### src/rtl/node_output_arbiter_if.sv
// node_output_arbiter_if: request/flit bus between input FIFOs, output arbiter and downstream port
interface node_output_arbiter_if #(
    parameter int NUM_REQ    = 4,
    parameter int DATA_WIDTH = 16
);
    logic [NUM_REQ-1:0]            req;
    logic [NUM_REQ*DATA_WIDTH-1:0] req_data;
    logic [NUM_REQ-1:0]            req_tail;
    logic                          out_full;
    logic [NUM_REQ-1:0]            pop;
    logic                          sending_data;
    logic [DATA_WIDTH-1:0]         data_out;
    logic [$clog2(NUM_REQ)-1:0]    grant_id;
    logic                          busy;

    modport master (
        output req, req_data, req_tail, out_full,
        input  pop, sending_data, data_out, grant_id, busy
    );

    modport slave (
        input  req, req_data, req_tail, out_full,
        output pop, sending_data, data_out, grant_id, busy
    );
endinterface

### src/rtl/node_output_arbiter.sv
// node_output_arbiter: round-robin output port arbiter; ARB_PACKET_LOCK_EN adds wormhole packet locking
module node_output_arbiter #(
    parameter int NUM_REQ    = 4,
    parameter int DATA_WIDTH = 16
) (
    input logic            clk,
    input logic            rst,
    node_output_arbiter_if.slave bus
);
    localparam int IW = $clog2(NUM_REQ);

    logic [IW-1:0]         ptr, ptr_next, winner, idx;
    logic [NUM_REQ-1:0]    eligible;
    logic [DATA_WIDTH-1:0] flit [NUM_REQ];
    logic                  found, grant, release_ptr;

    for (genvar g = 0; g < NUM_REQ; g++) begin : g_unpack
        assign flit[g] = bus.req_data[g*DATA_WIDTH +: DATA_WIDTH];
    end

`ifdef ARB_PACKET_LOCK_EN
    typedef enum logic {IDLE, LOCKED} state_t;

    state_t        state, state_next;
    logic [IW-1:0] owner, owner_next;

    // lock state and owner register
    always_ff @(posedge clk or posedge rst) begin
        if (rst) begin
            state <= IDLE;
            owner <= '0;
        end else begin
            state <= state_next;
            owner <= owner_next;
        end
    end

    // a locked port only listens to the owner; everyone competes when idle
    assign eligible = (state == LOCKED) ? (bus.req & (NUM_REQ'(1) << owner)) : bus.req;

    // non-tail grant from idle takes the lock, any tail grant drops it and advances the pointer
    always_comb begin
        state_next  = state;
        owner_next  = owner;
        release_ptr = 1'b0;
        if (grant) begin
            if (bus.req_tail[winner]) begin
                state_next  = IDLE;
                release_ptr = 1'b1;
            end else if (state == IDLE) begin
                state_next = LOCKED;
                owner_next = winner;
            end
        end
    end

    assign bus.busy = (state == LOCKED);
`else
    logic unused_tail;

    assign unused_tail = ^bus.req_tail;
    assign eligible    = bus.req;
    assign release_ptr = grant;
    assign bus.busy    = 1'b0;
`endif

    // first eligible requester at or after ptr, wrapping upward
    always_comb begin
        found  = 1'b0;
        winner = '0;
        idx    = '0;
        for (int i = 0; i < NUM_REQ; i++) begin
            idx = ptr + IW'(i);
            if (!found && eligible[idx]) begin
                found  = 1'b1;
                winner = idx;
            end
        end
    end

    assign grant    = found & ~bus.out_full & ~rst;
    assign bus.pop  = grant ? (NUM_REQ'(1) << winner) : '0;
    assign ptr_next = release_ptr ? winner + IW'(1) : ptr;

    // priority pointer only moves when a flit grant completes a packet (every grant in flit mode)
    always_ff @(posedge clk or posedge rst) begin
        if (rst) ptr <= '0;
        else     ptr <= ptr_next;
    end

    // forwarded flit registers; data and id hold across idle cycles
    always_ff @(posedge clk or posedge rst) begin
        if (rst) begin
            bus.sending_data <= 1'b0;
            bus.data_out     <= '0;
            bus.grant_id     <= '0;
        end else begin
            bus.sending_data <= grant;
            if (grant) begin
                bus.data_out <= flit[winner];
                bus.grant_id <= winner;
            end
        end
    end
endmodule

### src/flat_wrapper.sv
// flat-port wrapper written by rule: the top's interface ports become plain ports
module node_output_arbiter_flat 
#(
    parameter int NUM_REQ    = 4,
    parameter int DATA_WIDTH = 16
)
  (clk, rst, bus_req, bus_req_data, bus_req_tail, bus_out_full, bus_pop, bus_sending_data, bus_data_out, bus_grant_id, bus_busy);
  node_output_arbiter_if #(.NUM_REQ(NUM_REQ), .DATA_WIDTH(DATA_WIDTH)) bus_i ();
  input logic clk;
  input logic rst;
  input wire logic [$bits(bus_i.req)-1:0] bus_req;
  input wire logic [$bits(bus_i.req_data)-1:0] bus_req_data;
  input wire logic [$bits(bus_i.req_tail)-1:0] bus_req_tail;
  input wire logic [$bits(bus_i.out_full)-1:0] bus_out_full;
  output wire logic [$bits(bus_i.pop)-1:0] bus_pop;
  output wire logic [$bits(bus_i.sending_data)-1:0] bus_sending_data;
  output wire logic [$bits(bus_i.data_out)-1:0] bus_data_out;
  output wire logic [$bits(bus_i.grant_id)-1:0] bus_grant_id;
  output wire logic [$bits(bus_i.busy)-1:0] bus_busy;
  assign bus_i.req = bus_req;
  assign bus_i.req_data = bus_req_data;
  assign bus_i.req_tail = bus_req_tail;
  assign bus_i.out_full = bus_out_full;
  assign bus_pop = bus_i.pop;
  assign bus_sending_data = bus_i.sending_data;
  assign bus_data_out = bus_i.data_out;
  assign bus_grant_id = bus_i.grant_id;
  assign bus_busy = bus_i.busy;
  node_output_arbiter #(.NUM_REQ(NUM_REQ), .DATA_WIDTH(DATA_WIDTH)) u_core (.clk(clk), .rst(rst), .bus(bus_i));
endmodule
### config.mk
export PLATFORM = sky130hd
export DESIGN_NAME = node_output_arbiter_flat
export DESIGN_NICKNAME = d
export VERILOG_FILES = /design/src/rtl/node_output_arbiter_if.sv /design/src/rtl/node_output_arbiter.sv /design/src/flat_wrapper.sv
export SDC_FILE = /design/constraint.sdc
export NUM_CORES = 1
export LEC_CHECK = 0
export CAP_MARGIN = 5
export CORE_ASPECT_RATIO = 0.8
export CORE_UTILIZATION = 32
export CTS_BUF_LIST = sky130_fd_sc_hd__clkbuf_16
export DETAILED_ROUTE_END_ITERATION = 7
export PLACE_DENSITY = 0.86
export SYNTH_ARGS = -nofsm -noshare
export SYNTH_HDL_FRONTEND = slang
export SYNTH_SLANG_ARGS = --single-unit
### constraint.sdc
create_clock -name clk -period 1.67 [get_ports clk]
set_clock_uncertainty 0.05 [all_clocks]
set_input_delay 0.334 -clock clk [delete_from_list [all_inputs] [get_ports clk]]
set_output_delay 0.334 -clock clk [all_outputs]
set_load 0.05 [all_outputs]
==> flow_summary_export.csv, run 1 <==
group,metric,value,unit
sta,layout_setup_ws,-319,ps
drt,wire_per_inst,15.5,um
worst_setup_path,crit_required,1290,ps
global_route,grt_pass1_vias,1699,
worst_setup_path,reg2reg_slack,-150,ps
power_and_ir_drop,p_sw_share,42.7,%
sta,slew_violations,0,
yosys,synth_fp_nets,230,
sta,fin_crit,1990,ps
place,dpl.hpwl,3.78,mm
worst_setup_path,cp-endpoint,"bus_pop[2]",
worst_setup_path,arrival,1610,ps
power_and_ir_drop,clkPwrFrac,15.5,%
clock_network,clockBufferDepth,2,
floorplanning,row_count,21,
yosys,synth.top_cell.area_share,36.7,%
status,violations,"negative setup slack",
clock_network,cts_sinks,21,
yosys,async_flop_share,100,%
layout,ff_latch_area,527,um^2
clock_network,numCtsBuffers,3,
yosys,syn_inst,155,
worst_setup_path,path_class,"flop to output pin",
worst_setup_path,r2r_start,"u_core.ptr[0]",
layout,multi_input_area,1010,um^2
drt,routed_wl,5.12,mm
yosys,ys_seq_area_share,36.7,%
sta,max_clock_freq,503,MHz
drt,wl_met2,2.54,mm
floorplanning,start_util,33.9,%
yosys,synth_seq_cells,21,
worst_setup_path,endpoint_kind,"output pin",
worst_setup_path,r2r_cells,7,
floorplanning,coreArea,4230,um^2
layout,area_growth,103,%
drt,drcViolationCount,0,
clock_network,clk_pin_slew,60,ps
drt,firstDrtPassIters,4,
layout,nets,349,
sta,rsz0062_at_grt,"true",
worst_setup_path,start_kind,"flop",
floorplanning,die_w,76.8,um
sta,setup_viol,18,
place,gp_congestion,0.799,
yosys,synthFlopType,"dfrtp_1",
drt,drt-initial-drc-count,63,
drt,met1_length,2.07,mm
worst_setup_path,r2r-end,"u_core.bus.data_out[1]",
sta,worst_hold_slack,216,ps
yosys,ys_types,34,
drt,route.vias.total,1719,
global_route,grt_overflow_total,0,
layout,final_util,68.6,%
layout,layout_common_cells,"clkdlybuf4s50_1 (64), buf_4 (47), dfrtp_1 (20)",
clock_network,htreeDepth,1,
global_route,grt_pass1_wl,7.80,mm
power_and_ir_drop,switchingPower,1.35,mW
global_route,antenna_found_initial,0,
power_and_ir_drop,p_per_area,1090,nW/um^2
min_path,hold_class,"input port to async pin",
yosys,ys_warn_count,0,
drt,postRouteAntennaNets,0,
drt,via_per_inst,5.21,
power_and_ir_drop,p_int,1.82,mW
layout,antennaDiodeCount,0,
floorplanning,die_height,61.8,um
sta,hold_viol_final,0,
global_route,track_usage,21.2,%
yosys,syn_area,1430,um^2
drt,wl_met3,487,um
clock_network,cts-root-buf,"clkbuf_16",
clock_network,clkLatencyLatePin,250,ps
layout,final.fill_count,340,
yosys,synth_top_area_cell,"dfrtp_1",
power_and_ir_drop,seqPwrFrac,23.7,%
layout,drive_above_1_share,39.2,%
status,status,"finished with violations",
layout,final_common_cell,"clkdlybuf4s50_1",
worst_setup_path,cp_max_fo,3,
job,max_cap_viol_count,0,
power_and_ir_drop,peakVddDrop,620,uV
yosys,syn_area_per_cell,9.24,um^2
drt,routed.top_layer,"met4",
worst_setup_path,startpoint,"u_core.ptr[0]",
yosys,synth_area_leaders,"dfrtp_1 (37%), mux2i_1 (11%), o22ai_1 (7.0%), a211oi_1 (6.3%), o21ai_0 (5.9%)",
global_route,grt_max_degree,23,
clock_network,cts_tree,"yes",
sta,post-route-period-util,119,%
floorplanning,boundaryPins,99,
yosys,synth_edf_count,0,
power_and_ir_drop,p_comb_share,60.8,%
floorplanning,dieArea,4750,um^2
place,port_buffers,93,
power_and_ir_drop,p_leak,1.26,nW
-- worst min-delay path by stage --
stage | startpoint | endpoint | slack, ps | cells after the start
6_report | rst | u_core.bus.data_out[3] | 220 | 3
3_5_place_dp | u_core.bus.grant_id[1] | u_core.bus.grant_id[1] | 460 | 2
4_1_cts | rst | u_core.bus.data_out[6] | 230 | 3
2_1_floorplan | rst | u_core.bus.data_out[0] | 260 | 1
5_1_grt | rst | u_core.bus.data_out[3] | 250 | 3
3_3_place_gp | u_core.bus.grant_id[1] | u_core.bus.grant_id[1] | 420 | 2
-- Yosys cell counts, types with 2 or more instances --
library cell and instances:
a211oi_1 12, a21oi_1 3, a221oi_1 5, a311oi_1 2, and3_1 10, and3_2 2
buf_12 2, buf_2 8, buf_4 2, dfrtp_1 21, inv_1 4, mux2i_1 16
nand2_1 4, nor2_1 9, nor2b_1 2, nor3_1 3, o21ai_0 17, o21ai_1 2
o22ai_1 16
-- stage by stage --
| step | instances | TNS [ps] | cell area (um^2) | setup WS, ps | power [mW] |
|---|---|---|---|---|---|
| floorplan | 155 | -559 | 1510 | -150 | 1.85 |
| global placement | 318 | -13080 | 2570 | -658 | 2.45 |
| detailed placement | 318 | -13890 | 2570 | -663 | 2.48 |
| CTS | 328 | -2780 | 2850 | -315 | 3.13 |
| global route | 330 | -4410 | 2900 | -365 | 3.33 |
| finish | 330 | -2590 | 2900 | -319 | 3.17 |
-- critical path, stage by stage, from the launching register on --
cell      delay, ps
dfrtp_1         420
nor2b_4         160
a311oi_4         50
or2_4           290
buf_6           130
nor3_4          140
buf_12          160
-- logic make-up after synthesis --
logic type	share of synthesized area, %
muxes	11.2
and+or+nand+nor	15.8
AOI/OAI and AO/OA	26.9
buffers and inverters	9.17
other	0.262
DFF	36.7
-- metal layers --
layer,vias up,global-route usage [%]
li1,826,-
met1,810,24.2
met2,79,41.8
met3,4,6.42
met4,0,1.37
met5,-,0
-- sequential cells by signal, indices dropped and copies added, names as in the netlist --
name,count
u_core.ptr,2
u_core.bus.data_out,16
u_core.bus.grant_id,2
u_core.bus.sending_data,1
-- power by group through the flow --
stage          sequential [mW]  clock (mW)  combinational, mW
2_1_floorplan             1.20           0              0.650
6_report                 0.752       0.491               1.93
4_1_cts                  0.748       0.505               1.88
3_3_place_gp             0.748           0               1.70
3_5_place_dp             0.751           0               1.73
5_1_grt                  0.771       0.522               2.04
-- cell type report --
class	count	share of cell area, %
clock buffer	3	2.59
clock inverter	1	0.129
inverter	5	0.732
multi-input combinational	115	34.6
sequential	21	18.1
tap	57	2.46
timing repair buffer	128	41.3
-- repair_timing --
action,CTS,global route
buffers inserted,6,2
endpoints found under the setup margin,24,23
gates cloned,0,0
pin swaps,21,10
hold buffers,0,0
gates resized for setup,53,8
Power figures use the tool's default switching activity.
==> run 2: changes to the inputs <==
==> constraint.sdc (replaced) <==
create_clock -name clk -period 1.67 [get_ports clk]
set_clock_uncertainty 0.05 [all_clocks]
set_input_delay 0.501 -clock clk [delete_from_list [all_inputs] [get_ports clk]]
set_output_delay 0.501 -clock clk [all_outputs]
set_load 0.05 [all_outputs]
==> flow_summary_export.csv, run 2 (synthesis gave the netlist of run 1 again) <==
group,metric,value,unit
status,status,"finished with violations",
status,violations,"negative setup slack",
layout,final_cell_area,3190,um^2
global_route,antenna_found_initial,0,
worst_setup_path,endpoint_kind,"output pin",
sta,slew_violations,0,
power_and_ir_drop,p_int,2.16,mW
power_and_ir_drop,switchingPower,1.43,mW
clock_network,clkLatencyLatePin,250,ps
power_and_ir_drop,p_per_area,1120,nW/um^2
clock_network,clk_pin_slew,60,ps
clock_network,postCtsHoldBufs,0,
worst_setup_path,cp_max_fo,3,
layout,final_common_cell,"clkdlybuf4s50_1",
layout,reg.largest.list,"u_core.bus.data_out: 16 flops, u_core.bus.grant_id: 2 flops, u_core.ptr: 2 flops",
power_and_ir_drop,p_sw_share,39.8,%
layout,antennaDiodeCount,0,
sta,rsz0062_at_grt,"true",
power_and_ir_drop,p_comb_share,63.1,%
drt,drt-initial-drc-count,79,
drt,wire_per_inst,16.1,um
worst_setup_path,cp-endpoint,"bus_pop[2]",
worst_setup_path,crit_required,1120,ps
place,placed_area,2830,um^2
layout,area_growth,123,%
floorplanning,boundaryPins,99,
sta,post-route-period-util,131,%
drt,firstDrtPassIters,4,
clock_network,cts-root-buf,"clkbuf_16",
floorplanning,dieArea,4750,um^2
layout,drive_above_1_share,40.7,%
worst_setup_path,r2r-end,"u_core.bus.data_out[9]",
floorplanning,die_height,61.8,um
worst_setup_path,path_class,"flop to output pin",
drt,routed_wl,5.30,mm
clock_network,cts_sinks,21,
power_and_ir_drop,seqPwrFrac,22.8,%
sta,layout_setup_ws,-514,ps
job,max_cap_viol_count,0,
floorplanning,die_w,76.8,um
layout,multi_input_area,993,um^2
clock_network,numCtsBuffers,3,
power_and_ir_drop,p_leak,1.36,nW
worst_setup_path,start_kind,"flop",
place,dp_slack,-1000,ps
sta,tns,-3160,ps
worst_setup_path,startpoint,"u_core.ptr[0]",
clock_network,htreeDepth,1,
global_route,grt_pass1_vias,1770,
sta,hold_viol_final,0,
place,gp_congestion,0.787,
clock_network,cts_tree,"yes",
layout,ff_latch_area,526,um^2
clock_network,clockBufferDepth,2,
global_route,grt_overflow_total,0,
worst_setup_path,arrival,1630,ps
min_path,hold_class,"input port to async pin",
floorplanning,start_util,33.9,%
sta,max_clock_freq,458,MHz
drt,route.vias.total,1701,
drt,postRouteAntennaNets,0,
floorplanning,row_count,21,
power_and_ir_drop,peakVddDrop,893,uV
floorplanning,coreArea,4230,um^2
layout,largest_reg_flops,16,
worst_setup_path,r2r_cells,8,
layout,final.fill_count,300,
sta,setup_viol,19,
layout,final_util,75.4,%
place,dpl.hpwl,4.08,mm
global_route,grt_max_degree,25,
drt,via_per_inst,5.15,
worst_setup_path,r2r_start,"u_core.ptr[0]",
global_route,track_usage,22.5,%
drt,drcViolationCount,0,
power_and_ir_drop,clkPwrFrac,14.1,%
layout,top_register,"u_core.bus.data_out",
layout,layout_common_cells,"clkdlybuf4s50_1 (64), buf_12 (22), buf_4 (22)",
worst_setup_path,reg2reg_slack,-130,ps
place,port_buffers,93,
layout,nets,349,
sta,fin_crit,2180,ps
global_route,grt_pass1_wl,8.34,mm
[run 2: cell types whose count changed in the layout (fill, tap and decap cells not counted), sizes merged]
cell | before | now
buf | 61 | 64
clkdlybuf4s15 | 1 | 0
clkinv | 0 | 1
dlygate4sd2 | 2 | 0
inv | 6 | 5
[run 2: how the worst min path moves through the flow]
stage	start	cells past startpoint	slack [ps]	end
floorplan	rst	1	430	u_core.bus.data_out[0]
global placement	u_core.bus.grant_id[1]	2	480	u_core.bus.grant_id[1]
detailed placement	u_core.bus.grant_id[1]	2	500	u_core.bus.grant_id[1]
CTS	rst	3	250	u_core.bus.grant_id[1]
global route	rst	3	270	u_core.bus.grant_id[1]
finish	rst	3	240	u_core.bus.grant_id[1]
[run 2: layer usage]
layer	up-vias	share of wire, %	global-route usage, %
met5	-	0	0
met4	0	0.17	2.20
met3	2	7.1	6.57
met2	69	53	44.0
met1	805	40	25.9
li1	825	-	-
[run 2: timing repair]
item | 4_1_cts | 5_1_grt
endpoints found under the hold margin | 0 | 0
resized for setup | 62 | 24
setup endpoints to repair | 25 | 21
setup buffers | 5 | 2
pin swaps | 15 | 9
[run 2: critical path: stages, from the launching register on]
cell	delay, ps
dfrtp_1	420
nor2b_4	150
a311oi_2	60
or2_1	280
buf_6	130
nor3_4	160
buf_12	170
[run 2: power groups by stage]
stage	logic (mW)	clock network, mW	registers [mW]
floorplan	0.660	0	1.20
global placement	2.02	0	0.814
detailed placement	2.06	0	0.821
CTS	2.19	0.515	0.817
global route	2.38	0.535	0.831
finish	2.26	0.504	0.817
[run 2: layout make-up]
type / instances / area share [%]
clock buffers: 3 / 2.35
clock inverters: 1 / 0.157
inverters: 5 / 0.745
multi-input cells: 115 / 31.1
flip-flops and latches: 21 / 16.5
well taps: 57 / 2.24
repair buffers: 128 / 46.9
[run 2: through the flow]
step	instances	hold WS [ps]	total power, mW
2_1_floorplan	155	428	1.86
3_3_place_gp	320	475	2.84
3_5_place_dp	320	498	2.88
4_1_cts	329	253	3.52
5_1_grt	330	271	3.74
6_report	330	242	3.58
